### config.mk
export PLATFORM = sky130hd
export DESIGN_NAME = s2p_param
export DESIGN_NICKNAME = d
export VERILOG_FILES = /design/src/rtl/s2p_pkg.sv /design/src/rtl/s2p_bitcnt.sv /design/src/rtl/s2p_param.sv
export SDC_FILE = /design/constraint.sdc
export NUM_CORES = 1
export LEC_CHECK = 0
export ABC_AREA = 1
export BUFFER_PORTS_ARGS = -buffer_cell sky130_fd_sc_hd__buf_4
export CAP_MARGIN = 20
export CORE_AREA = 10 10 61 63
export CTS_BUF_LIST = sky130_fd_sc_hd__clkbuf_16
export CTS_CLUSTER_DIAMETER = 80
export CTS_CLUSTER_SIZE = 12
export DETAILED_ROUTE_END_ITERATION = 10
export DIE_AREA = 0 0 71 73
export SLEW_MARGIN = 5
export SYNTH_ARGS = -nofsm -noshare
export SYNTH_HDL_FRONTEND = slang
export SYNTH_SLANG_ARGS = --single-unit
export TNS_END_PERCENT = 1
### constraint.sdc
create_clock -name clk -period 1.1 [get_ports clk]
set_input_delay 0.165 -clock clk [delete_from_list [all_inputs] [get_ports clk]]
set_output_delay 0.165 -clock clk [all_outputs]
set_load 0.005 [all_outputs]
### src/rtl/s2p_pkg.sv
// s2p shared package: width limits and the bit-counter width helper.
// Imported by s2p_param and s2p_bitcnt.
package s2p_pkg;

  localparam int S2P_DEFAULT_WIDTH = 8;
  localparam int S2P_MAX_WIDTH     = 32;

  // bitcnt must hold 0..WIDTH-1 and match the top-level port width
  function automatic int s2p_cnt_w(input int w);
    return $clog2(w) + 1;
  endfunction

endpackage

### src/rtl/s2p_bitcnt.sv
// s2p_bitcnt: counts bits of the partial word, wraps on the WIDTH-th bit.
// Ports: clk, nreset (sync, active-low), clr, en -> cnt, wrap (completion).
module s2p_bitcnt
  import s2p_pkg::*;
#(
  parameter int WIDTH = S2P_DEFAULT_WIDTH
) (
  input  logic                          clk,
  input  logic                          nreset,
  input  logic                          clr,
  input  logic                          en,
  output logic [s2p_cnt_w(WIDTH)-1:0]   cnt,
  output logic                          wrap
);

  localparam int CW = s2p_cnt_w(WIDTH);
  localparam logic [CW-1:0] LAST = CW'(WIDTH - 1);

  logic [CW-1:0] cnt_q, cnt_d;

  // wrap marks the edge that captures the last bit of a word
  assign wrap = en && !clr && (cnt_q == LAST);

  always_comb begin
    cnt_d = cnt_q;
    if (clr)
      cnt_d = '0;
    else if (en)
      cnt_d = wrap ? '0 : cnt_q + CW'(1);
  end

  always_ff @(posedge clk) begin
    if (!nreset)
      cnt_q <= '0;
    else
      cnt_q <= cnt_d;
  end

  assign cnt = cnt_q;

endmodule

### src/rtl/s2p_param.sv
// s2p_param: serial-to-parallel converter with holding register,
// valid/ready output handshake and sticky overrun flag.
// Ports: clk, nreset, en, sin, clr, pready -> pout, pvalid, bitcnt, overrun.
module s2p_param
  import s2p_pkg::*;
#(
  parameter int WIDTH     = S2P_DEFAULT_WIDTH,
  parameter int LSB_FIRST = 0
) (
  input  logic                        clk,
  input  logic                        nreset,
  input  logic                        en,
  input  logic                        sin,
  input  logic                        clr,
  output logic [WIDTH-1:0]            pout,
  output logic                        pvalid,
  input  logic                        pready,
  output logic [s2p_cnt_w(WIDTH)-1:0] bitcnt,
  output logic                        overrun
);

  if (WIDTH < 2 || WIDTH > S2P_MAX_WIDTH) begin : g_width_chk
    $error("s2p_param: WIDTH must be in 2..32");
  end

  logic [WIDTH-1:0] sh_q, sh_d, sh_nxt;
  logic [WIDTH-1:0] pout_q, pout_d;
  logic             pvalid_q, pvalid_d;
  logic             ovr_q, ovr_d;
  logic             wrap;
  logic             free;

  s2p_bitcnt #(
    .WIDTH (WIDTH)
  ) u_bitcnt (
    .clk    (clk),
    .nreset (nreset),
    .clr    (clr),
    .en     (en),
    .cnt    (bitcnt),
    .wrap   (wrap)
  );

  // LSB_FIRST=0: first bit ends in MSB; =1: first bit ends in LSB
  assign sh_nxt = (LSB_FIRST != 0) ? {sin, sh_q[WIDTH-1:1]}
                                   : {sh_q[WIDTH-2:0], sin};

  // a pending word being accepted this edge frees the holding register
  assign free = !pvalid_q || pready;

  always_comb begin
    sh_d     = sh_q;
    pout_d   = pout_q;
    pvalid_d = pvalid_q;
    ovr_d    = ovr_q;
    if (pvalid_q && pready)
      pvalid_d = 1'b0;
    if (clr) begin
      sh_d  = '0;
      ovr_d = 1'b0;
    end else if (en) begin
      sh_d = sh_nxt;
      if (wrap) begin
        if (free) begin
          pout_d   = sh_nxt;
          pvalid_d = 1'b1;
        end else begin
          ovr_d = 1'b1;
        end
      end
    end
  end

  always_ff @(posedge clk) begin
    if (!nreset) begin
      sh_q     <= '0;
      pout_q   <= '0;
      pvalid_q <= 1'b0;
      ovr_q    <= 1'b0;
    end else begin
      sh_q     <= sh_d;
      pout_q   <= pout_d;
      pvalid_q <= pvalid_d;
      ovr_q    <= ovr_d;
    end
  end

  assign pout    = pout_q;
  assign pvalid  = pvalid_q;
  assign overrun = ovr_q;

endmodule

Yosys cells after proc, flatten, opt, wreduce, memory -nomap -nowiden
Index checks and enable logic that the tools add are counted.
{"block": "word_totals", "reg_bits": 21, "latchBits": 0, "ramBits": 0, "rom_bits": 0, "mem_count": 0}
{"block": "op_classes", "n_addsub": 1, "n_mul": 0, "div_mod_pow": 0, "n_lt_le_gt_ge": 0, "eq_ne": 1, "shifts": 0, "muxes": 6, "bitwise": 3, "reduce_logical": 9}
{"operator": "1-bit 2-to-1 mux", "n": 5}
{"operator": "4-bit by 1-bit adder with 4-bit output, second input constant", "n": 1}
{"operator": "4-bit by 3-bit equality test with 1-bit output, second input constant", "n": 1}
{"operator": "4-bit 2-to-1 mux", "n": 1}
{"operator": "4-bit AND reduction", "n": 1}
{"operator": "1-bit logical AND", "n": 3}
{"operator": "1-bit NOT", "n": 3}
{"operator": "3-bit AND reduction", "n": 1}
{"operator": "1-bit logical NOT", "n": 2}
{"operator": "2-bit OR reduction", "n": 1}
{"operator": "1-bit logical OR", "n": 1}

Logic depth before layout (Yosys ltp)
{"block": "depth", "word_depth": 6, "ltp_mapped": 7}

Hierarchy
From an unflattened synthesis, not the netlist that was laid out.
{"block": "hier_totals", "cells_unflattened": 117, "hier_area_um2": 869.6}
{"mod": "s2p_param", "n_inst": 1, "cells_each": 88, "area_each_um2": 673.1, "seq_area_each_um2": 340.3}
{"mod": "s2p_bitcnt", "n_inst": 1, "cells_each": 29, "area_each_um2": 196.4, "seq_area_each_um2": 80.1}

Worst setup path after synthesis
No wires, ideal clock.
{"block": "synth_timing", "kind": "register to register", "from": "register u_bitcnt.cnt_q[0] (netlist: u_bitcnt.cnt[0])", "to": "register u_bitcnt.cnt_q[0] (netlist: u_bitcnt.cnt[0])", "setup_time_ns": 0.112, "t_arrival_ns": 1.089, "path_slack_ns": -0.101, "path_stages_with_launch": 8, "path_buffers": 1, "synth_period_minus_slack_ns": 1.201, "path_cell_list": "dfxtp_1 ha_1 nand2_4 nor2_4 buf_6 nand2_4 a21oi_2 nor2_1"}
{"block": "synth_via", "elab_chain_len": 3, "word_cells_on_any_way": 4, "classes_between": "add/sub: 1; eq/ne: 1; mux: 1; reduce/logical: 1"}
{"item": "start, declared", "line": "s2p_bitcnt.sv:19", "source": "logic [CW-1:0] cnt_q, cnt_d;"}
{"item": "start signal, assigned", "line": "s2p_bitcnt.sv:36", "source": "cnt_q <= cnt_d;"}
{"item": "parallel branches: the longest is 2 deep, another holds 4-bit by 1-bit adder with 4-bit output"}
{"item": "4-bit 2-to-1 mux (*)", "line": "s2p_bitcnt.sv:29", "source": "cnt_d = wrap ? '0 : cnt_q + CW'(1);"}
Every way passes the cells marked *.
A chain may end at the register's enable or synchronous reset.

Final worst setup path
{"block": "layout_timing", "from": "register u_bitcnt.cnt_q[1] (netlist: u_bitcnt.cnt[1])", "to": "register pout_q[6] (netlist: pout[6])"}
{"block": "layout_via", "elab_chain_len": 3}
{"item": "4-bit by 3-bit equality test with 1-bit output", "line": "s2p_bitcnt.sv:22", "source": "assign wrap = en && !clr && (cnt_q == LAST);"}
{"item": "1-bit logical AND", "line": "s2p_bitcnt.sv:22"}
{"item": "4-bit AND reduction (no line)"}
{"item": "end signal, assigned", "line": "s2p_param.sv:82", "source": "pout_q <= pout_d;"}
{"item": "end, declared", "line": "s2p_param.sv:27", "source": "logic [WIDTH-1:0] pout_q, pout_d;"}
No other way between the ends.

==> flow_summary_export.csv <==
group,metric,value,unit
run_status,status,"finished with violations",
run_status,violated_checks,"negative setup slack",
global_route,grt_pass1_wl,3.29,mm
worst_hold_path,whs_path_depth,3,
floorplanning,floorplan.core_area,2620,um^2
route,wire_per_inst,10.1,um
cells_and_area,layout_common_cells,"sky130_fd_sc_hd__inv_1 (29), sky130_fd_sc_hd__buf_4 (28), sky130_fd_sc_hd__nand2_1 (22), sky130_fd_sc_hd__dfxtp_1 (19), sky130_fd_sc_hd__nor2_1 (14)",
route,met1_length,898,um
global_route,via_count_of_the_first_global_routing_pass,732,
global_route,grt.overflow.total,0,
setup_path,cp-end-kind,"register",
synth,synth_simple_gate_area_share,26.4,%
placement,numPortBuffers,19,
sta,rsz0062_at_grt,"true",
placement,dpl.cell_count,182,
sta,clock-skew-final,1.88,ps
placement,global_placement_routability_congestion,0.743,
clock_tree,postCtsResizedCells,0,
global_route,grt_antenna_before_repair,0,
clock_tree,cts_htree_levels,1,
sta,tightest_slew,378,ps
synth,synthXorXnorAreaFrac,0,%
synth,syn-instance-count,129,
worst_hold_path,hold_path_class,"in -> reg",
setup_path,critical_path.startpoint_type,"register",
sta,max-slew-margin-rel,74.7,%
setup_path,critPathLaunch,"u_bitcnt.cnt[1]",
clock_tree,cts_hold_buf,0,
synth,synth_mux_area_share,0,%
route,drt_iter0_markers,30,
clock_tree,cts_tree,"built",
cells_and_area,finish.utilization,48.9,%
worst_hold_path,min_from,"sin",
route,route.met3.wl,131,um
sta,tns,-330,ps
floorplanning,initial_core_util,36.8,%
cells_and_area,fill_cells,264,
cells_and_area,finalNetCount,163,
clock_tree,post-cts-setup-buffer-count,0,
sta,worst_slack,-51.1,ps
sta,finalHoldViolations,0,
placement,post_dp_cell_area,1200,um^2
setup_path,worstRegToRegCells,8,
cells_and_area,post_route_cells_drive_above_1_share,28.4,%
synth,synth_compound_gate_area_share,12.0,%
cells_and_area,synthToLayoutAreaGrowth,33.0,%
cells_and_area,layout.cell_area.non_filler,1280,um^2
setup_path,criticalPathCategory,"reg -> reg",
sta,timing_max_transition_violations_final,0,
clock_tree,clkSlewWorstSetupHoldPaths,50,ps
route,route.antenna.remaining_nets,0,
clock_tree,clkSinkCount,21,
synth,syn_nets,136,
clock_tree,number_of_buffers_inserted_during_clock_tree_synthesis,3,
route,route.vias.total,811,
route,route.final.wire_length,1.88,mm
clock_tree,worst_skew_pair.late_latency,250,ps
setup_path,crit_arrival,1340,ps
floorplanning,die_h,73,um
synth,dominant_combinational_cell_family_by_area_after_synthesis,"simple AND/OR/NAND/NOR gates",
power,pwr_density_cell,1270,nW/um^2
sta,layout_min_cycle_time,1150,ps
route,drt_pass1_iterations,4,
sta,setup_viol_count_final,9,
synth,sequential_cell_area_fraction_in_the_yosys_report,43.7,%
synth,synth_adder_area_share,1.30,%
synth,mappedNetlistArea,962,um^2
sta,worst_hold_slack,189,ps
floorplanning,die_width,71,um
route,drcViolationCount,0,
cells_and_area,mostFrequentLayoutCell,"sky130_fd_sc_hd__inv_1",
floorplanning,row_count,19,
cells_and_area,antenna_cells_inserted,0,
global_route,globalRouteTotalUtil,7.74,%
clock_tree,clk_path_buf_depth,2,
power,ir_drop_worst_case_vdd,770,uV
sta,final.period_utilization,105,%
synth,ys_warn_count,0,
placement,detailedPlacementHpwl,1.46,mm
global_route,maximum_number_of_pins_on_one_net_before_global_route_repair,17,
clock_tree,ctsRootBufferMaster,"sky130_fd_sc_hd__clkbuf_16",
synth,synth_area_per_cell,7.46,um^2
setup_path,worst-path-max-fanout,11,
power,cellLeakagePower,0.600,nW
sta,fmax,0.869,GHz
synth,ys_ff_latch,21,
setup_path,cp.required,1290,ps
route,top_signal_layer_used,"met4",
synth,yosys.cell_types.count,19,
cells_and_area,finish.cell_count_without_fillers,186,
floorplanning,die_area,5180,um^2
route,route.detailed.vias_per_inst,4.36,
floorplanning,ioPinCount,20,
run,maxCapViolCount,0,
route,detailroute.wirelength.met2,816,um
setup_path,r2r-start,"u_bitcnt.cnt[1]",
worst paths after layout:
check	end	slack, ps
setup reg to reg	pout[6]	-50
hold / removal	sh_q[0]	190
hold reg to reg	overrun	470
setup / recovery	pout[6]	-50
registers in the layout, indices dropped and copies added, names as in the netlist:
register and flops:
pvalid 1, overrun 1, pout 8, u_bitcnt.cnt 4
sh_q 7
metal layers:
metal / vias to the layer above / global-route usage (%)
met5: - / 0
met4: 0 / 4.52
met3: 4 / 3.27
met2: 16 / 11.4
met1: 346 / 9.20
li1: 445 / -
cell families (layout without fill, tap and decap cells):
group	Yosys count	in the layout
AND/OR/NAND/NOR	50	50
AO/OA/AOI/OAI	21	21
buffers and inverters	36	62
flip-flops	21	21
adder cells (fa/ha/maj)	1	1
where the power goes:
part	internal, mW	total, mW	leakage, nW	switching (mW)
logic	0.0451	0.102	0.388	0.0565
clock network	0.487	0.743	0.0409	0.256
registers	0.771	0.778	0.172	0.00739
synth_stat cells:
| cell type | instances | share of area [%] |
|---|---|---|
| sky130_fd_sc_hd__inv_1 | 29 | 11 |
| sky130_fd_sc_hd__o21ai_1 | 1 | 0.52 |
| sky130_fd_sc_hd__o21ai_0 | 9 | 4.7 |
| sky130_fd_sc_hd__buf_4 | 4 | 3.1 |
| sky130_fd_sc_hd__nand3_4 | 1 | 1.8 |
| sky130_fd_sc_hd__a21oi_2 | 1 | 0.91 |
| sky130_fd_sc_hd__nor2_1 | 14 | 5.5 |
| sky130_fd_sc_hd__dfxtp_1 | 21 | 44 |
| sky130_fd_sc_hd__nand4_1 | 8 | 5.2 |
| sky130_fd_sc_hd__nand3b_2 | 1 | 1.2 |
| sky130_fd_sc_hd__buf_2 | 2 | 1.0 |
| sky130_fd_sc_hd__a21boi_2 | 1 | 1.2 |
| sky130_fd_sc_hd__nand2_4 | 2 | 2.3 |
| sky130_fd_sc_hd__a21oi_1 | 9 | 4.7 |
| sky130_fd_sc_hd__nor2_2 | 1 | 0.65 |
| sky130_fd_sc_hd__buf_6 | 1 | 1.2 |
| sky130_fd_sc_hd__nor2_4 | 1 | 1.2 |
| sky130_fd_sc_hd__ha_1 | 1 | 1.3 |
| sky130_fd_sc_hd__nand2_1 | 22 | 8.6 |
through the flow:
step	power, mW	setup slack (ps)
after floorplan	0.861	5.74
after global placement	0.896	-19.4
after detailed placement	0.897	-56.8
after CTS	1.65	-68.4
after global routing	1.71	-159
final	1.62	-51.1
area by class of cell:
cell class | instances | area, um^2 | share of cell area (%)
inverters | 29 | 109 | 8.50
repair buffers | 29 | 230 | 18.0
clock inverters | 1 | 5.00 | 0.391
multi-input cells | 72 | 394 | 30.8
well taps | 31 | 38.8 | 3.03
clock buffers | 3 | 75.1 | 5.87
flip-flops and latches | 21 | 428 | 33.4
critical path: stages (launching register included):
cell	delay (ps)
sky130_fd_sc_hd__dfxtp_4	350
sky130_fd_sc_hd__ha_4	130
sky130_fd_sc_hd__nand2_4	50
sky130_fd_sc_hd__nor2_4	90
sky130_fd_sc_hd__buf_12	130
sky130_fd_sc_hd__nand3_4	100
sky130_fd_sc_hd__nand2_1	90
sky130_fd_sc_hd__inv_1	40
sky130_fd_sc_hd__nor2_1	90
No activity file was read; power rests on OpenSTA's default activity.
